## src/rtl/alu_pkg.sv

```systemverilog
// rtl/alu_pkg.sv - shared class codes, function codes and FSM states for the ALU arbiter
package alu_pkg;

  localparam logic [1:0] CLS_ARITH = 2'b00;
  localparam logic [1:0] CLS_LOGIC = 2'b01;
  localparam logic [1:0] CLS_CMP   = 2'b10;
  localparam logic [1:0] CLS_SHIFT = 2'b11;

  localparam logic [3:0] FUN_ADD = 4'b0000;

  typedef enum logic [1:0] {
    IDLE = 2'b00,
    EXEC = 2'b01,
    CAPT = 2'b10,
    RESP = 2'b11
  } state_t;

  function automatic logic [1:0] fun_class(input logic [3:0] fun);
    return fun[3:2];
  endfunction

endpackage

```

## src/rtl/alu_rr_arb2.sv

```systemverilog
// rtl/alu_rr_arb2.sv - two-input round-robin grant with a priority pointer register
module alu_rr_arb2
  import alu_pkg::*;
(
  input  logic       i_clk,
  input  logic       i_rst,
  input  logic [1:0] i_req,
  input  logic       i_advance,
  output logic [1:0] o_grant,
  output logic       o_grant_id
);

  // r_ptr names the requester that wins a tie
  logic r_ptr;
  logic [1:0] w_grant;

  always_comb begin
    w_grant = 2'b00;
    if (!r_ptr) begin
      if (i_req[0])      w_grant = 2'b01;
      else if (i_req[1]) w_grant = 2'b10;
    end else begin
      if (i_req[1])      w_grant = 2'b10;
      else if (i_req[0]) w_grant = 2'b01;
    end
  end

  always_ff @(posedge i_clk) begin
    if (i_rst) begin
      r_ptr <= 1'b0;
    end else if (i_advance) begin
      r_ptr <= ~w_grant[1];
    end
  end

  assign o_grant    = w_grant;
  assign o_grant_id = w_grant[1];

endmodule

```

## src/rtl/alu_arbiter_ctrl.sv

```systemverilog
// rtl/alu_arbiter_ctrl.sv - shares one ALU between two requesters with a tagged response channel
module alu_arbiter_ctrl
  import alu_pkg::*;
#(
  parameter int WIDTH = 16,
  parameter int CNT_W = 16
) (
  input  logic                 CLK,
  input  logic                 RST,
  input  logic [1:0]           req_valid,
  output logic [1:0]           req_ready,
  input  logic [3:0]           req0_fun,
  input  logic [WIDTH-1:0]     req0_a,
  input  logic [WIDTH-1:0]     req0_b,
  input  logic [3:0]           req1_fun,
  input  logic [WIDTH-1:0]     req1_a,
  input  logic [WIDTH-1:0]     req1_b,
  output logic                 rsp_valid,
  input  logic                 rsp_ready,
  output logic                 rsp_id,
  output logic [2*WIDTH-1:0]   rsp_data,
  output logic                 rsp_carry,
  output logic                 rsp_err,
  output logic [WIDTH-1:0]     alu_a,
  output logic [WIDTH-1:0]     alu_b,
  output logic [3:0]           alu_fun,
  input  logic [2*WIDTH-1:0]   arith_out,
  input  logic                 carry_out,
  input  logic                 arith_flag,
  input  logic [WIDTH-1:0]     logic_out,
  input  logic                 logic_flag,
  input  logic [WIDTH-1:0]     cmp_out,
  input  logic                 cmp_flag,
  input  logic [WIDTH-1:0]     shift_out,
  input  logic                 shift_flag,
  output logic                 busy,
  output logic [CNT_W-1:0]     op_count
);

  state_t             r_state;
  state_t             w_state_next;
  logic [1:0]         w_grant;
  logic               w_grant_id;
  logic               w_hs;
  logic [3:0]         w_fun;
  logic [WIDTH-1:0]   w_a;
  logic [WIDTH-1:0]   w_b;

  logic [3:0]         r_fun;
  logic [WIDTH-1:0]   r_a;
  logic [WIDTH-1:0]   r_b;
  logic               r_id;
  logic [2*WIDTH-1:0] r_rsp_data;
  logic               r_rsp_carry;
  logic               r_rsp_err;
  logic [CNT_W-1:0]   r_op_count;

  alu_rr_arb2 u_arb (
    .i_clk      (CLK),
    .i_rst      (RST),
    .i_req      (req_valid),
    .i_advance  (w_hs),
    .o_grant    (w_grant),
    .o_grant_id (w_grant_id)
  );

  always_ff @(posedge CLK) begin
    if (RST) r_state <= IDLE;
    else     r_state <= w_state_next;
  end

  always_comb begin
    w_state_next = r_state;
    req_ready    = 2'b00;
    rsp_valid    = 1'b0;
    busy         = 1'b1;
    w_hs         = 1'b0;
    case (r_state)
      IDLE: begin
        busy = 1'b0;
        // no accepts while reset is held, so nothing is lost on release
        if (!RST) begin
          req_ready = w_grant;
          w_hs      = |w_grant;
        end
        if (w_hs) w_state_next = EXEC;
      end
      EXEC: w_state_next = CAPT;
      CAPT: w_state_next = RESP;
      RESP: begin
        rsp_valid = 1'b1;
        if (rsp_ready) w_state_next = IDLE;
      end
      default: w_state_next = IDLE;
    endcase
  end

  assign w_fun = w_grant_id ? req1_fun : req0_fun;
  assign w_a   = w_grant_id ? req1_a   : req0_a;
  assign w_b   = w_grant_id ? req1_b   : req0_b;

  always_ff @(posedge CLK) begin
    if (RST) begin
      r_fun <= FUN_ADD;
      r_a   <= '0;
      r_b   <= '0;
      r_id  <= 1'b0;
    end else if (w_hs) begin
      r_fun <= w_fun;
      r_a   <= w_a;
      r_b   <= w_b;
      r_id  <= w_grant_id;
    end
  end

  // The ALU sees the issue registers at all times; only the CAPT sample is kept
  always_ff @(posedge CLK) begin
    if (RST) begin
      r_rsp_data  <= '0;
      r_rsp_carry <= 1'b0;
      r_rsp_err   <= 1'b0;
    end else if (r_state == CAPT) begin
      r_rsp_carry <= 1'b0;
      case (fun_class(r_fun))
        CLS_ARITH: begin
          r_rsp_data  <= arith_out;
          r_rsp_carry <= carry_out;
          r_rsp_err   <= ~arith_flag;
        end
        CLS_LOGIC: begin
          r_rsp_data <= {{WIDTH{1'b0}}, logic_out};
          r_rsp_err  <= ~logic_flag;
        end
        CLS_CMP: begin
          r_rsp_data <= {{WIDTH{1'b0}}, cmp_out};
          r_rsp_err  <= ~cmp_flag;
        end
        default: begin
          r_rsp_data <= {{WIDTH{1'b0}}, shift_out};
          r_rsp_err  <= ~shift_flag;
        end
      endcase
    end
  end

  always_ff @(posedge CLK) begin
    if (RST) begin
      r_op_count <= '0;
    end else if (r_state == RESP && rsp_ready && r_op_count != '1) begin
      r_op_count <= r_op_count + 1'b1;
    end
  end

  assign alu_a     = r_a;
  assign alu_b     = r_b;
  assign alu_fun   = r_fun;
  assign rsp_id    = r_id;
  assign rsp_data  = r_rsp_data;
  assign rsp_carry = r_rsp_carry;
  assign rsp_err   = r_rsp_err;
  assign op_count  = r_op_count;

endmodule
```

## config.mk

```make
export PLATFORM = sky130hd
export DESIGN_NAME = alu_arbiter_ctrl
export DESIGN_NICKNAME = d
export VERILOG_FILES = /design/src/rtl/alu_pkg.sv /design/src/rtl/alu_rr_arb2.sv /design/src/rtl/alu_arbiter_ctrl.sv
export SDC_FILE = /design/constraint.sdc
export NUM_CORES = 1
export LEC_CHECK = 0
export CAP_MARGIN = 10
export CORE_MARGIN = 2
export CORE_UTILIZATION = 37
export CTS_CLUSTER_DIAMETER = 80
export DETAILED_ROUTE_END_ITERATION = 6
export PLACE_DENSITY = 0.82
export SKIP_CTS_REPAIR_TIMING = 1
export SYNTH_ARGS = -nofsm -noshare
export SYNTH_HDL_FRONTEND = slang
export SYNTH_SLANG_ARGS = --single-unit
```

## constraint.sdc

```tcl
create_clock -name CLK -period 2.3 [get_ports CLK]
set_input_delay 0.23 -clock CLK [delete_from_list [all_inputs] [get_ports CLK]]
set_output_delay 0.23 -clock CLK [all_outputs]
set_load 0.005 [all_outputs]
```

==> Yosys cells after proc, flatten, opt, wreduce, memory -nomap -nowiden <==
Cells that the tools add are included.
Widths: inputs -> output; s select.
{ "totals": {"register_bits": 90, "inputBits": 162, "output_inout_bits": 91, "word_cells": 51} }
{ "classes": {"addsub": 1, "eq_ne": 8, "n_mux": 21, "bitwise": 5, "n_reduce_logical": 6} }
{ "op_table": {"columns": ["cell", "n"], "rows": [
  ["$pmux 32 s3", 1],
  ["$mux 16", 2],
  ["$add 16x1->16 const B", 1],
  ["$mux 2", 8],
  ["$ne 16x16->1 const B", 1],
  ["$pmux 2 s4", 1],
  ["$mux 1", 7],
  ["$eq 2x2->1 const B", 3],
  ["$not 1->1", 5],
  ["$eq 2x1->1 const B", 2],
  ["$logic_not 2->1", 2],
  ["$mux 4", 1],
  ["$pmux 1 s3", 1],
  ["$logic_and 1x1->1", 2],
  ["$ne 2x1->1 const B", 1],
  ["$ne 2x2->1 const B", 1],
  ["$reduce_and 2->1", 1],
  ["$reduce_or 2->1", 1]
]} }

==> Depth between registers and ports, before layout <==
{ "logic_depth": {"ltp_word": 8, "ltp_mapped": 8, "mapped_depth_nobuf": 6} }

==> By module <==
From an unflattened synthesis, not the netlist that was laid out.
{ "hier_totals": {"hier_cells": 437, "hier_area_um2": 4326.6} }
{ "by_module_without_submodules": {"columns": ["module", "n_inst", "cells_per_inst", "area_per_inst_um2", "seq_area_each_um2"], "rows": [
  ["alu_arbiter_ctrl", 1, 430, 4265.3, 1781.7],
  ["alu_rr_arb2", 1, 7, 61.3, 20.0]
]} }

==> Least setup slack after synthesis <==
No wires, ideal clock.
{ "synth_path": {"path_type": "flip-flop to flip-flop", "start": "reg r_state[1]", "end": "reg r_op_count[15], in the netlist op_count[15]", "setup_ns": 0.070, "arrival_time_ns": 1.730, "required_time_ns": 2.230, "setup_slack_ns": 0.499, "stages_incl_launch_ff": 6, "n_path_buf": 0, "period_less_slack_ns": 1.801, "path_cell_list": "dfxtp_1 > ha_1 > nand2_1 > or4_4 > or4_1 > a21oi_1"} }
{ "synth_between": {"elab_chain_len": 3} }
{ "synth_lines": {"columns": ["element", "line", "rtl"], "rows": [
  ["from (decl)", "alu_arbiter_ctrl.sv:40", "state_t r_state;"],
  ["from (signal assigned)", "alu_arbiter_ctrl.sv:69", "else r_state <= w_state_next;"],
  ["$eq 2x2->1", "alu_arbiter_ctrl.sv:149", "end else if (r_state == RESP && rsp_ready && r_op_count != '1) begin"],
  ["$logic_and 1x1->1 (2 in a row)", "alu_arbiter_ctrl.sv:149", null],
  ["to (signal assigned)", "alu_arbiter_ctrl.sv:150", "r_op_count <= r_op_count + 1'b1;"],
  ["to (decl)", "alu_arbiter_ctrl.sv:56", "logic [CNT_W-1:0] r_op_count;"]
]} }
Every way passes these cells.
A chain may end at the register's enable or synchronous reset.

==> Final worst setup path <==
{ "layout_path": {"start": "reg r_state[0]", "end": "out req_ready[1]"} }
{ "layout_between": {"elab_chain_len": 2} }
{ "layout_lines": {"columns": ["element", "line", "rtl"], "rows": [
  ["$logic_not 2->1", "alu_arbiter_ctrl.sv:78", "case (r_state)"],
  ["$mux 2", "alu_arbiter_ctrl.sv:78", null],
  ["to (decl)", "alu_arbiter_ctrl.sv:11", "output logic [1:0] req_ready,"]
]} }
Every way passes these cells.

==> flow_summary.ini <==
[run_status]
outcome = finished, final reports clean

[timing]
clock.fmax_mhz = 461
finalClockSkew_ns = 0.0131
worst_margin_pin_slew_ns = 1.01
min_clock_period_post_route_ns = 2.17
grt_setup_unrepaired = false
report.final.setup_viol = 0
finalHoldViolCount = 0
finalCritPeriodShare_pct = 94.3
count_of_pins_over_their_slew_limit = 0
slew_headroom_pct = 32.2

[logic_synthesis]
asyncSetResetFlopFracSynth_pct = 0
synthXorXnorAreaFrac_pct = 0.222
muxShareOfSynthArea_pct = 14.6
ys_types = 37
synth_seq_cells = 90
synth_enable_flop_cells = 0
synthSimpleGateAreaFrac_pct = 17.5
yosys.cell_count.top_type = sky130_fd_sc_hd__dfxtp_1
synthesis.area_um2 = 3940
seq_area_frac_synth_pct = 45.7
yosys.area.top_type = sky130_fd_sc_hd__dfxtp_1
dominant_combinational_cell_family_by_area_after_synthesis = simple AND/OR/NAND/NOR gates
postSynthAreaPerCell_um2 = 9.88
synth.top_cells.by_count = sky130_fd_sc_hd__dfxtp_1 (90), sky130_fd_sc_hd__nor2_1 (80), sky130_fd_sc_hd__a222oi_1 (36)
synth_compound_area_share_pct = 16.6
postSynth.topFlopCell = sky130_fd_sc_hd__dfxtp_1
synth_top_area_share_pct = 45.7
synth.yosys.warnings = 0
adder_and_majority_gate_portion_of_the_synthesized_area_pct = 1.59
syn_inst = 399
synthesis.nets = 566
synth_area_leaders = sky130_fd_sc_hd__dfxtp_1 (46%), sky130_fd_sc_hd__mux4_2 (9.7%), sky130_fd_sc_hd__a222oi_1 (9.1%)

[die]
std_cell_rows = 37
floorplan.io_pins = 253
initial_utilization_pct = 38.2
fp.coreArea_um2 = 10300
die_height_um = 107
dieWidth_um = 107
dieArea_um2 = 11500

[global_route]
number_of_global_route_vias_before_repair = 4328
pin_count_of_the_biggest_net_entering_global_routing = 93
groute.usage.overall_pct = 23.6
grt_pass1_wl_um = 21400
total_congestion_overflow = 0
antenna_found_initial = 0

[setup_path]
crit_path_top_delay_cell = sky130_fd_sc_hd__clkdlybuf4s50_1
critPathLaunchType = flop
worstPathBufferInverterCount = 2
timing.critical_path.fanout_max = 5
critPathArrivalTime_ns = 1.94
crit_path_depth = 5
worstPathCellList = inv_1, ha_2, nor2b_4, and3_4, clkdlybuf4s50_1
cpLargestDelayFamily = buffers and inverters
setup.worst_path.class = reg2out
timing.critical_path.required_ns = 2.07
timing.critical_path.slowest_cell_delay_ns = 0.52
worstRegToRegCells = 5
crit_start = r_state[0]$_SDFFE_PP0P_
worst_setup_path_endpoint = req_ready[1]
regToRegSetupSlack_ns = 0.29
crit-reg2reg-launch = r_state[1]$_SDFFE_PP0P_
timing.rr.end = op_count[15]$_SDFFE_PP0P_
end_kind = output port

[placement]
detailedPlacementHpwl_um = 10400
gpl.final_weighted_congestion = 0.838
placement.io_buffers = 252

[power_and_ir_drop]
total_leakage_power_nw = 2.47
power_density_nw_per_um2 = 699
post-layout-total-power_mw = 4.76
ir_worst_vdd_uv = 408

[final_layout]
finalCoreUtilization_pct = 65.9
multi_input_comb_area_um2 = 2020
final_layout_size_suffix_gt1_share_pct = 8.06
ff_latch_area_um2 = 1800
layout.filler_cells = 843
antenna_cells_inserted = 0
layout-area-overhead-vs-synth_pct = 72.5
num-nets-final = 807

[clock_tree]
clk_transition_reported_paths_ns = 0.09
cts_inserted_buffers = 9
cts_tree = yes
worstSkewPairLatency_ns = 0.35
numClockSinks = 90
clock_tree.buffer_depth = 2
ctsRootBufferMaster = sky130_fd_sc_hd__clkbuf_8
htree_num_levels = 3

[worst_hold_path]
hold_depth = 3
hp-class = in2reg

[route]
drtAntennaViolNets = 0
remaining_drc_errors = 0
vias = 4287
detail_route.wirelength_um = 14200
detail_route.wl_per_cell_um = 18.2
drt_pre_antenna_iters = 7
iteration_0_drc_markers = 359
avgViaCountPerCell = 5.49

[run]
max_cap_viol_count = 0
sequential cells by signal, indices dropped and copies added, names as in the netlist:
signal / flops
r_state: 2
rsp_carry: 1
u_arb.r_ptr: 1
rsp_id: 1
op_count: 16
alu_fun: 4
alu_a: 16
rsp_err: 1
rsp_data: 32
alu_b: 16
metal layers:
layer / track usage [%] / routed length (um) / share of wire [%]
met5: 0 / 0 / 0
met4: 10.1 / 364 / 2.6
met3: 6.99 / 1200 / 8.4
met2: 42.2 / 7360 / 52
met1: 25.8 / 5290 / 37
power breakdown:
part | internal [mW] | switching (mW)
registers | 1.81 | 0.143
logic | 1.08 | 0.708
clock network | 0.485 | 0.534
total | 3.37 | 1.39
metrics by stage:
| stage | setup slack [ns] | TNS, ns | area, um2 | hold WS, ns | std cells |
|---|---|---|---|---|---|
| final | 0.131 | 0 | 6800 | 0.476 | 781 |
| after global routing | 0.0120 | 0 | 6800 | 0.467 | 781 |
| after CTS | -0.198 | -0.198 | 6770 | 0.461 | 779 |
| after detailed placement | 0.210 | 0 | 6590 | 0.473 | 763 |
| after global placement | 0.258 | 0 | 6590 | 0.447 | 763 |
| after floorplan | 0.499 | 0 | 3940 | 0.369 | 399 |
worst min-delay path, cell delays in order:
cell	delay, ns
sky130_fd_sc_hd__clkdlybuf4s50_1	0.40
sky130_fd_sc_hd__a21oi_1	0.12
sky130_fd_sc_hd__nor2_1	0.04
worst min path at each step:
stage	start	endpoint	slack, ns
after detailed placement	rsp_id$_SDFFE_PP0P_	rsp_id$_SDFFE_PP0P_	0.47
after floorplan	carry_out	rsp_carry$_SDFFE_PP0N_	0.37
final	arith_out[30]	rsp_data[30]$_SDFFE_PP0N_	0.48
after global placement	rsp_id$_SDFFE_PP0P_	rsp_id$_SDFFE_PP0P_	0.45
after global routing	arith_out[21]	rsp_data[21]$_SDFFE_PP0N_	0.47
after CTS	arith_out[30]	rsp_data[30]$_SDFFE_PP0N_	0.46
cell usage in the layout, fill, tap and decap left out, types with 6 or more instances in the layout:
master,n
sky130_fd_sc_hd__dfxtp_1,90
sky130_fd_sc_hd__buf_4,9
sky130_fd_sc_hd__nor2_1,80
sky130_fd_sc_hd__clkdlybuf4s50_1,250
sky130_fd_sc_hd__mux4_2,17
sky130_fd_sc_hd__nor2b_1,19
sky130_fd_sc_hd__nand2_1,6
sky130_fd_sc_hd__a222oi_1,36
sky130_fd_sc_hd__clkbuf_8,12
sky130_fd_sc_hd__inv_1,6
sky130_fd_sc_hd__nand3_1,7
sky130_fd_sc_hd__a21oi_1,28
sky130_fd_sc_hd__mux2i_1,18
area by class of cell:
class                           instances  area share [%]
Timing Repair Buffer                  262            38.3
Multi-Input combinational cell        271            29.6
Sequential cell                        90            26.5
Clock buffer                           15            2.59
Tap cell                              136            2.50
Inverter                                6           0.331
Clock inverter                          1           0.110
logic make-up (layout without fill, tap and decap cells):
| kind of cell | Yosys count | count (layout) |
|---|---|---|
| AND/OR/NAND/NOR | 143 | 144 |
| adder cells (fa/ha/maj) | 5 | 5 |
| AO/OA/AOI/OAI | 85 | 85 |
| buffers and inverters | 39 | 284 |
| XOR/XNOR | 1 | 1 |
| multiplexers | 36 | 36 |
| flip-flops | 90 | 90 |
Note: power is estimated with default switching activity, not from simulation.
